<file path="config.mk">
export PLATFORM = sky130hd
export DESIGN_NAME = ldtu_ofifo_secded
export DESIGN_NICKNAME = d
export VERILOG_FILES = /design/src/rtl/ldtu_ofifo_secded.sv
export SDC_FILE = /design/constraint.sdc
export NUM_CORES = 1
export LEC_CHECK = 0
export BUFFER_PORTS_ARGS = -buffer_cell sky130_fd_sc_hd__buf_2
export CORE_UTILIZATION = 45
export CTS_BUF_LIST = sky130_fd_sc_hd__clkbuf_4 sky130_fd_sc_hd__clkbuf_8
export DETAILED_ROUTE_END_ITERATION = 6
export PLACE_DENSITY = 0.73
export SYNTH_ARGS = -nofsm -noshare
export SYNTH_HDL_FRONTEND = slang
export SYNTH_SLANG_ARGS = --single-unit
</file>
<file path="constraint.sdc">
create_clock -name CLK -period 4.21 [get_ports CLK]
set_input_delay 0.2105 -clock CLK [delete_from_list [all_inputs] [get_ports CLK]]
set_output_delay 0.2105 -clock CLK [all_outputs]
set_load 0.01 [all_outputs]
</file>
<file path="src/rtl/ldtu_ofifo_secded.sv">
// rtl/ldtu_ofifo_secded.sv - parametrised SECDED-protected output FIFO for the LiTe-DTU data path
module ldtu_ofifo_secded #(
   parameter int                    Nbits_data   = 32,
   parameter int                    Nbits_par    = 6,
   parameter int                    FifoDepth    = 16,
   parameter int                    bits_ptr     = 4,
   parameter logic [Nbits_data-1:0] idle_pattern = 32'hEAAAAAAA
) (
   input  logic                  CLK,
   input  logic                  reset,
   input  logic                  write_signal,
   input  logic [Nbits_data-1:0] data_in,
   input  logic                  read_signal,
   input  logic [bits_ptr:0]     af_threshold,
   input  logic [1:0]            inj_err,
   input  logic                  clear_counters,
   output logic [Nbits_data-1:0] data_out,
   output logic                  data_valid,
   output logic                  full_signal,
   output logic                  empty_signal,
   output logic                  almost_full,
   output logic [bits_ptr:0]     occupancy,
   output logic                  overflow,
   output logic                  sec_error,
   output logic                  ded_error,
   output logic [7:0]            sec_count,
   output logic [7:0]            ded_count
);

   // Codeword: bit 0 overall parity, Hamming parity at powers of two, data elsewhere.
   localparam int                  Nbits_code = Nbits_data + Nbits_par + 1;
   localparam logic [Nbits_par-1:0] syn_max   = Nbits_par'(Nbits_code - 1);
   localparam logic [bits_ptr:0]   depth_cnt  = (bits_ptr + 1)'(FifoDepth);

   // Build a codeword: scatter data LSB-first over non-power-of-two positions,
   // then fill Hamming parity and finally the overall even parity at bit 0.
   function automatic logic [Nbits_code-1:0] encode(input logic [Nbits_data-1:0] d);
      logic [Nbits_code-1:0] c;
      int k;
      c = '0;
      k = 0;
      for (int i = 1; i < Nbits_code; i++) begin
         if ((i & (i - 1)) != 0) begin
            c[i] = d[k];
            k++;
         end
      end
      for (int p = 0; p < Nbits_par; p++) begin
         for (int i = 1; i < Nbits_code; i++) begin
            if ((((i >> p) & 1) == 1) && (i != (1 << p))) begin
               c[1 << p] = c[1 << p] ^ c[i];
            end
         end
      end
      c[0] = ^c;
      return c;
   endfunction

   // Gather data bits back out of a (possibly corrected) codeword.
   function automatic logic [Nbits_data-1:0] extract(input logic [Nbits_code-1:0] c);
      logic [Nbits_data-1:0] d;
      int k;
      d = '0;
      k = 0;
      for (int i = 1; i < Nbits_code; i++) begin
         if ((i & (i - 1)) != 0) begin
            d[k] = c[i];
            k++;
         end
      end
      return d;
   endfunction

   logic [Nbits_code-1:0] mem [FifoDepth];
   logic [bits_ptr-1:0]   wr_ptr;
   logic [bits_ptr-1:0]   rd_ptr;
   logic [bits_ptr:0]     count;

   logic                  wr_en;
   logic                  rd_en;
   logic                  drop;
   logic [Nbits_code-1:0] wr_code;
   logic [Nbits_code-1:0] rd_code;
   logic [Nbits_code-1:0] corr_code;
   logic [Nbits_par-1:0]  syndrome;
   logic                  par_err;
   logic                  dec_sec;
   logic                  dec_ded;
   logic [Nbits_data-1:0] dec_data;

   assign full_signal  = (count == depth_cnt);
   assign empty_signal = (count == '0);
   assign almost_full  = (count >= af_threshold);
   assign occupancy    = count;

   // A full FIFO still accepts a write when a read frees the head slot in the same cycle.
   assign wr_en = write_signal & (~full_signal | read_signal);
   assign rd_en = read_signal & ~empty_signal;
   assign drop  = write_signal & full_signal & ~read_signal;

   // Encode incoming word and apply test-time error injection before storage.
   always_comb begin
      wr_code = encode(data_in);
      case (inj_err)
         2'b01: wr_code[3] = ~wr_code[3];
         2'b10: begin
            wr_code[3] = ~wr_code[3];
            wr_code[5] = ~wr_code[5];
         end
         default: ;
      endcase
   end

   // Decode the head word: syndrome plus overall parity select clean / corrected / uncorrectable.
   always_comb begin
      rd_code  = mem[rd_ptr];
      syndrome = '0;
      for (int i = 1; i < Nbits_code; i++) begin
         if (rd_code[i]) begin
            syndrome = syndrome ^ Nbits_par'(i);
         end
      end
      par_err   = ^rd_code;
      corr_code = rd_code;
      dec_sec   = 1'b0;
      dec_ded   = 1'b0;
      if (par_err) begin
         if (syndrome == '0) begin
            dec_sec = 1'b1;
         end else if (syndrome <= syn_max) begin
            corr_code[syndrome] = ~corr_code[syndrome];
            dec_sec             = 1'b1;
         end else begin
            dec_ded = 1'b1;
         end
      end else if (syndrome != '0) begin
         dec_ded = 1'b1;
      end
      dec_data = extract(corr_code);
   end

   // Storage array; contents survive reset, only the pointers are cleared.
   always_ff @(posedge CLK) begin
      if (wr_en) begin
         mem[wr_ptr] <= wr_code;
      end
   end

   // Pointers and occupancy; pointers wrap naturally at FifoDepth.
   always_ff @(posedge CLK or negedge reset) begin
      if (!reset) begin
         wr_ptr <= '0;
         rd_ptr <= '0;
         count  <= '0;
      end else begin
         if (wr_en) begin
            wr_ptr <= wr_ptr + 1'b1;
         end
         if (rd_en) begin
            rd_ptr <= rd_ptr + 1'b1;
         end
         case ({wr_en, rd_en})
            2'b10:   count <= count + 1'b1;
            2'b01:   count <= count - 1'b1;
            default: count <= count;
         endcase
      end
   end

   // Registered read port: decoded head on a real read, idle pattern on an empty read, hold otherwise.
   always_ff @(posedge CLK or negedge reset) begin
      if (!reset) begin
         data_out   <= idle_pattern;
         data_valid <= 1'b0;
         sec_error  <= 1'b0;
         ded_error  <= 1'b0;
      end else begin
         sec_error <= rd_en & dec_sec;
         ded_error <= rd_en & dec_ded;
         if (read_signal) begin
            if (rd_en) begin
               data_out   <= dec_data;
               data_valid <= 1'b1;
            end else begin
               data_out   <= idle_pattern;
               data_valid <= 1'b0;
            end
         end
      end
   end

   // Saturating error counters and sticky overflow; a clear beats a same-cycle event.
   always_ff @(posedge CLK or negedge reset) begin
      if (!reset) begin
         sec_count <= '0;
         ded_count <= '0;
         overflow  <= 1'b0;
      end else if (clear_counters) begin
         sec_count <= '0;
         ded_count <= '0;
         overflow  <= 1'b0;
      end else begin
         if (rd_en && dec_sec && (sec_count != 8'hFF)) begin
            sec_count <= sec_count + 8'd1;
         end
         if (rd_en && dec_ded && (ded_count != 8'hFF)) begin
            ded_count <= ded_count + 8'd1;
         end
         if (drop) begin
            overflow <= 1'b1;
         end
      end
   end

endmodule

</file>
==> summary.log <==
INFO  run_status     run_status=finished with violations
INFO  run_status     violated_checks=design-rule violations, negative setup slack
INFO  global_routing grt_max_degree=40
INFO  timing         max_freq=223.1MHz
INFO  route          post-route-drc-count=7
INFO  place          place_congestion=0.9134
INFO  timing         setup_slack=-271.6ps
INFO  timing         layout_worst_path_cycle_share=1.065
INFO  place          detailed_place_hpwl=43200um
INFO  floorplanning  num_rows=92
INFO  setup_path     data_arrival_critical_path=5110ps
INFO  flow_run       max-cap-violations=0
INFO  floorplanning  initial_core_util=0.4566
INFO  timing         accumulated_negative_setup_slack=-5532ps
INFO  synthesis      post-synth-top-area-fraction=0.6494
INFO  final_layout   final-seq-area=0.02039mm2
INFO  floorplanning  die_x=255.2um
INFO  floorplanning  die_h=255.2um
INFO  synthesis      post_synth_inst_count=1547
INFO  route          ant_nets=0
INFO  synthesis      synth.yosys.warnings=0
INFO  clocking       cts_buffer_depth=3
INFO  place          port-buffer-count=103
INFO  synthesis      post-synth-top-area-cell=sky130_fd_sc_hd__edfxtp_1
INFO  synthesis      async_flop_share=0.09434
INFO  synthesis      yosysSeqAreaShare=0.7065
INFO  synthesis      compound_gate_portion_of_the_synthesized_area=0.04028
INFO  synthesis      synth_top_cells_by_area=sky130_fd_sc_hd__edfxtp_1 (65%), sky130_fd_sc_hd__mux4_2 (12%), sky130_fd_sc_hd__dfrtp_1 (4.2%), sky130_fd_sc_hd__xnor2_1 (3.1%), sky130_fd_sc_hd__a22oi_1 (1.8%)
INFO  route          finalWirelength=72780um
INFO  synthesis      post_synth.cell_area_avg=18.65um2
INFO  synthesis      yosys.area_share.xor_xnor=0.05416
INFO  route          detailroute.via_count=16500
INFO  synthesis      synth_top_family_by_area=multiplexers
INFO  setup_path     timing.critical_path.from_type=register
INFO  synthesis      synth_top_flop_cell=sky130_fd_sc_hd__edfxtp_1
INFO  timing         slew_violations=0
INFO  synthesis      synth_fa_ha_area_frac=0.008065
INFO  setup_path     critPathKind=reg2reg
INFO  global_routing grt_util_all_layers=0.2293
INFO  final_layout   synthToLayoutAreaGrowth=22.97%
INFO  timing         slew-limit-headroom=0.07446
INFO  setup_path     critical_path_peak_fanout=6
INFO  clocking       tritoncts=built
INFO  global_routing antenna_found_initial=2
INFO  timing         setup_viol=45
INFO  synthesis      synth_enable_flop_cells=624
INFO  timing         period_minus_slack=4482ps
INFO  floorplanning  core_area=0.06320mm2
INFO  global_routing first_pass_grt_wire_length=108300um
INFO  timing         tightestPinTransition=1384ps
INFO  final_layout   multi_input_area=0.008554mm2
INFO  clocking       cts_made_buffers=107
INFO  clocking       clock_latency_on_the_worst_skew_pair=730ps
INFO  synthesis      yosys_register_bits=689
INFO  synthesis      syn_nets=1609
INFO  final_layout   post_route_cells_drive_above_1_share=0.4136
INFO  clocking       path_clk_slew=70ps
INFO  clocking       h-tree-depth=3
INFO  floorplanning  top_level_ports=104
INFO  clocking       clock-root-buffer=sky130_fd_sc_hd__clkbuf_8
INFO  route          routedWlPerCell=25.22um
INFO  final_layout   fill_cells=4637
INFO  hold_path      worstHoldPathType=in2reg
INFO  final_layout   layout_net_count=2015
INFO  route          drt-vias-per-instance=5.718
INFO  timing         skew=43.51ps
INFO  synthesis      ys_types=68
INFO  synthesis      post_synth_and_or_nand_nor_area_fraction=0.03503
INFO  route          detailedRoute.firstIterationViolations=1770
INFO  global_routing grt_overflow_total=0
INFO  synthesis      synth.mux.area_fraction=0.1359
INFO  timing         hold_violations=0
INFO  setup_path     crit_path_end_kind=register
INFO  setup_path     critical_path_required=4840ps
INFO  floorplanning  dieArea=0.06514mm2
INFO  route          drt_first_pass_iters=7
INFO  synthesis      synth_area=0.02886mm2
INFO  timing         grt_setup_unrepaired=yes
INFO  clocking       clock-sinks=689
INFO  global_routing via_count_of_the_first_global_routing_pass=16880
-- through the flow --
stage | setup slack [ps] | hold WS (ps) | instances | instance area (um2) | utilization
after floorplan | 25.21 | -85.09 | 1547 | 28860 | -
after global placement | -272.7 | 388.1 | 2609 | 31750 | 0.5024
after CTS | -133.3 | 2.087 | 2871 | 35230 | 0.5574
final | -271.6 | 56.52 | 2886 | 35480 | 0.5615
after global routing | -430.9 | 46.74 | 2886 | 35480 | 0.5615
after detailed placement | -336.7 | 394.3 | 2609 | 31750 | 0.5024
-- state kept, by name, indices dropped and copies added (netlist names) --
signal / cells
rd_ptr: 4
sec_error: 1
ded_error: 1
data_out: 32
wr_ptr: 4
sec_count: 8
occupancy: 5
data_valid: 1
overflow: 1
ded_count: 8
mem: 624
-- logic make-up (layout without fill, tap and decap cells) --
kind of cell / count (synthesis) / in the layout
AO/OA/AOI/OAI: 164 / 164
XOR/XNOR: 158 / 158
adder cells (fa/ha/maj): 18 / 18
buffers and inverters: 108 / 599
flip-flops: 689 / 689
multiplexers: 191 / 191
other: 0 / 2
AND/OR/NAND/NOR: 219 / 219
-- synth_stat cells (18+ instances only) --
cell type                    n
sky130_fd_sc_hd__dfrtp_1    48
sky130_fd_sc_hd__mux2i_1    25
sky130_fd_sc_hd__mux4_2    160
sky130_fd_sc_hd__xnor2_1   101
sky130_fd_sc_hd__buf_2      31
sky130_fd_sc_hd__xor2_1     41
sky130_fd_sc_hd__inv_1      33
sky130_fd_sc_hd__edfxtp_1  624
sky130_fd_sc_hd__and2_1     22
sky130_fd_sc_hd__o21ai_0    18
sky130_fd_sc_hd__nand2_1    79
sky130_fd_sc_hd__a22oi_1    69
sky130_fd_sc_hd__a21oi_1    23
sky130_fd_sc_hd__nor2_1     58
-- final cells by class --
class	instances	area share
multi-input combinational	750	0.2411
inverter	33	0.003491
clock inverter	52	0.01174
tap	846	0.02983
antenna	2	0.0001410
sequential	689	0.5747
clock buffer	142	0.04996
timing repair buffer	372	0.08903
-- final timing paths --
path	start	to	slack, ps	cells after the start
hold / removal	read_signal	data_out[1]	60	4
min in group asynchronous	reset	rd_ptr[0]	200	2
setup reg to reg	rd_ptr[0]	data_out[15]	-270	16
max in group asynchronous	reset	sec_count[3]	3070	3
setup / recovery	rd_ptr[0]	data_out[15]	-270	16
hold reg to reg	data_out[23]	data_out[23]	490	2
-- repair_timing --
item | 4_1_cts | 5_1_grt
pin swaps | 63 | 22
hold buffers | 34 | 0
setup buffers | 30 | 13
resized for setup | 129 | 30
setup endpoints to repair | 48 | 50
hold endpoints to repair | 521 | 0
cloned | 4 | 0
-- metal layers --
layer | routed length, um | part of all wire | GRT usage | vias up
met3 | 6822 | 0.094 | 0.04759 | 152
met4 | 2172 | 0.030 | 0.08075 | 0
met2 | 34360 | 0.47 | 0.3601 | 883
li1 | - | - | - | 6982
met5 | 0 | 0 | 0 | -
met1 | 29430 | 0.40 | 0.3189 | 8484
-- layout by cell type, fill, tap and decap left out, types with 26 or more instances in the layout --
cell and instances:
sky130_fd_sc_hd__xnor2_2 29, sky130_fd_sc_hd__mux4_2 160, sky130_fd_sc_hd__xor2_1 37, sky130_fd_sc_hd__dlygate4sd3_1 34, sky130_fd_sc_hd__clkbuf_4 29, sky130_fd_sc_hd__dfrtp_1 46
sky130_fd_sc_hd__inv_1 32, sky130_fd_sc_hd__clkbuf_8 113, sky130_fd_sc_hd__a22oi_1 50, sky130_fd_sc_hd__edfxtp_1 624, sky130_fd_sc_hd__nand2_2 26, sky130_fd_sc_hd__buf_4 185
sky130_fd_sc_hd__nor2_1 50, sky130_fd_sc_hd__nand2_1 51, sky130_fd_sc_hd__buf_12 29, sky130_fd_sc_hd__buf_2 103, sky130_fd_sc_hd__xnor2_1 80
-- critical path: stages, from the launching register on --
cell and delay [ps]:
sky130_fd_sc_hd__dfrtp_4 470, sky130_fd_sc_hd__buf_12 160, sky130_fd_sc_hd__buf_16 160, sky130_fd_sc_hd__mux4_2 520, sky130_fd_sc_hd__mux4_2 510, sky130_fd_sc_hd__xnor2_2 160, sky130_fd_sc_hd__xnor2_1 200, sky130_fd_sc_hd__xnor3_2 510
sky130_fd_sc_hd__xnor2_2 180, sky130_fd_sc_hd__buf_4 150, sky130_fd_sc_hd__buf_6 120, sky130_fd_sc_hd__nand3_2 80, sky130_fd_sc_hd__a21oi_2 50, sky130_fd_sc_hd__or2_1 230, sky130_fd_sc_hd__a221o_1 350, sky130_fd_sc_hd__o311ai_2 320
sky130_fd_sc_hd__o21a_1 180
Power is not shown: default switching activity piles up to over one toggle a cycle in this logic, so the estimate is an artifact.
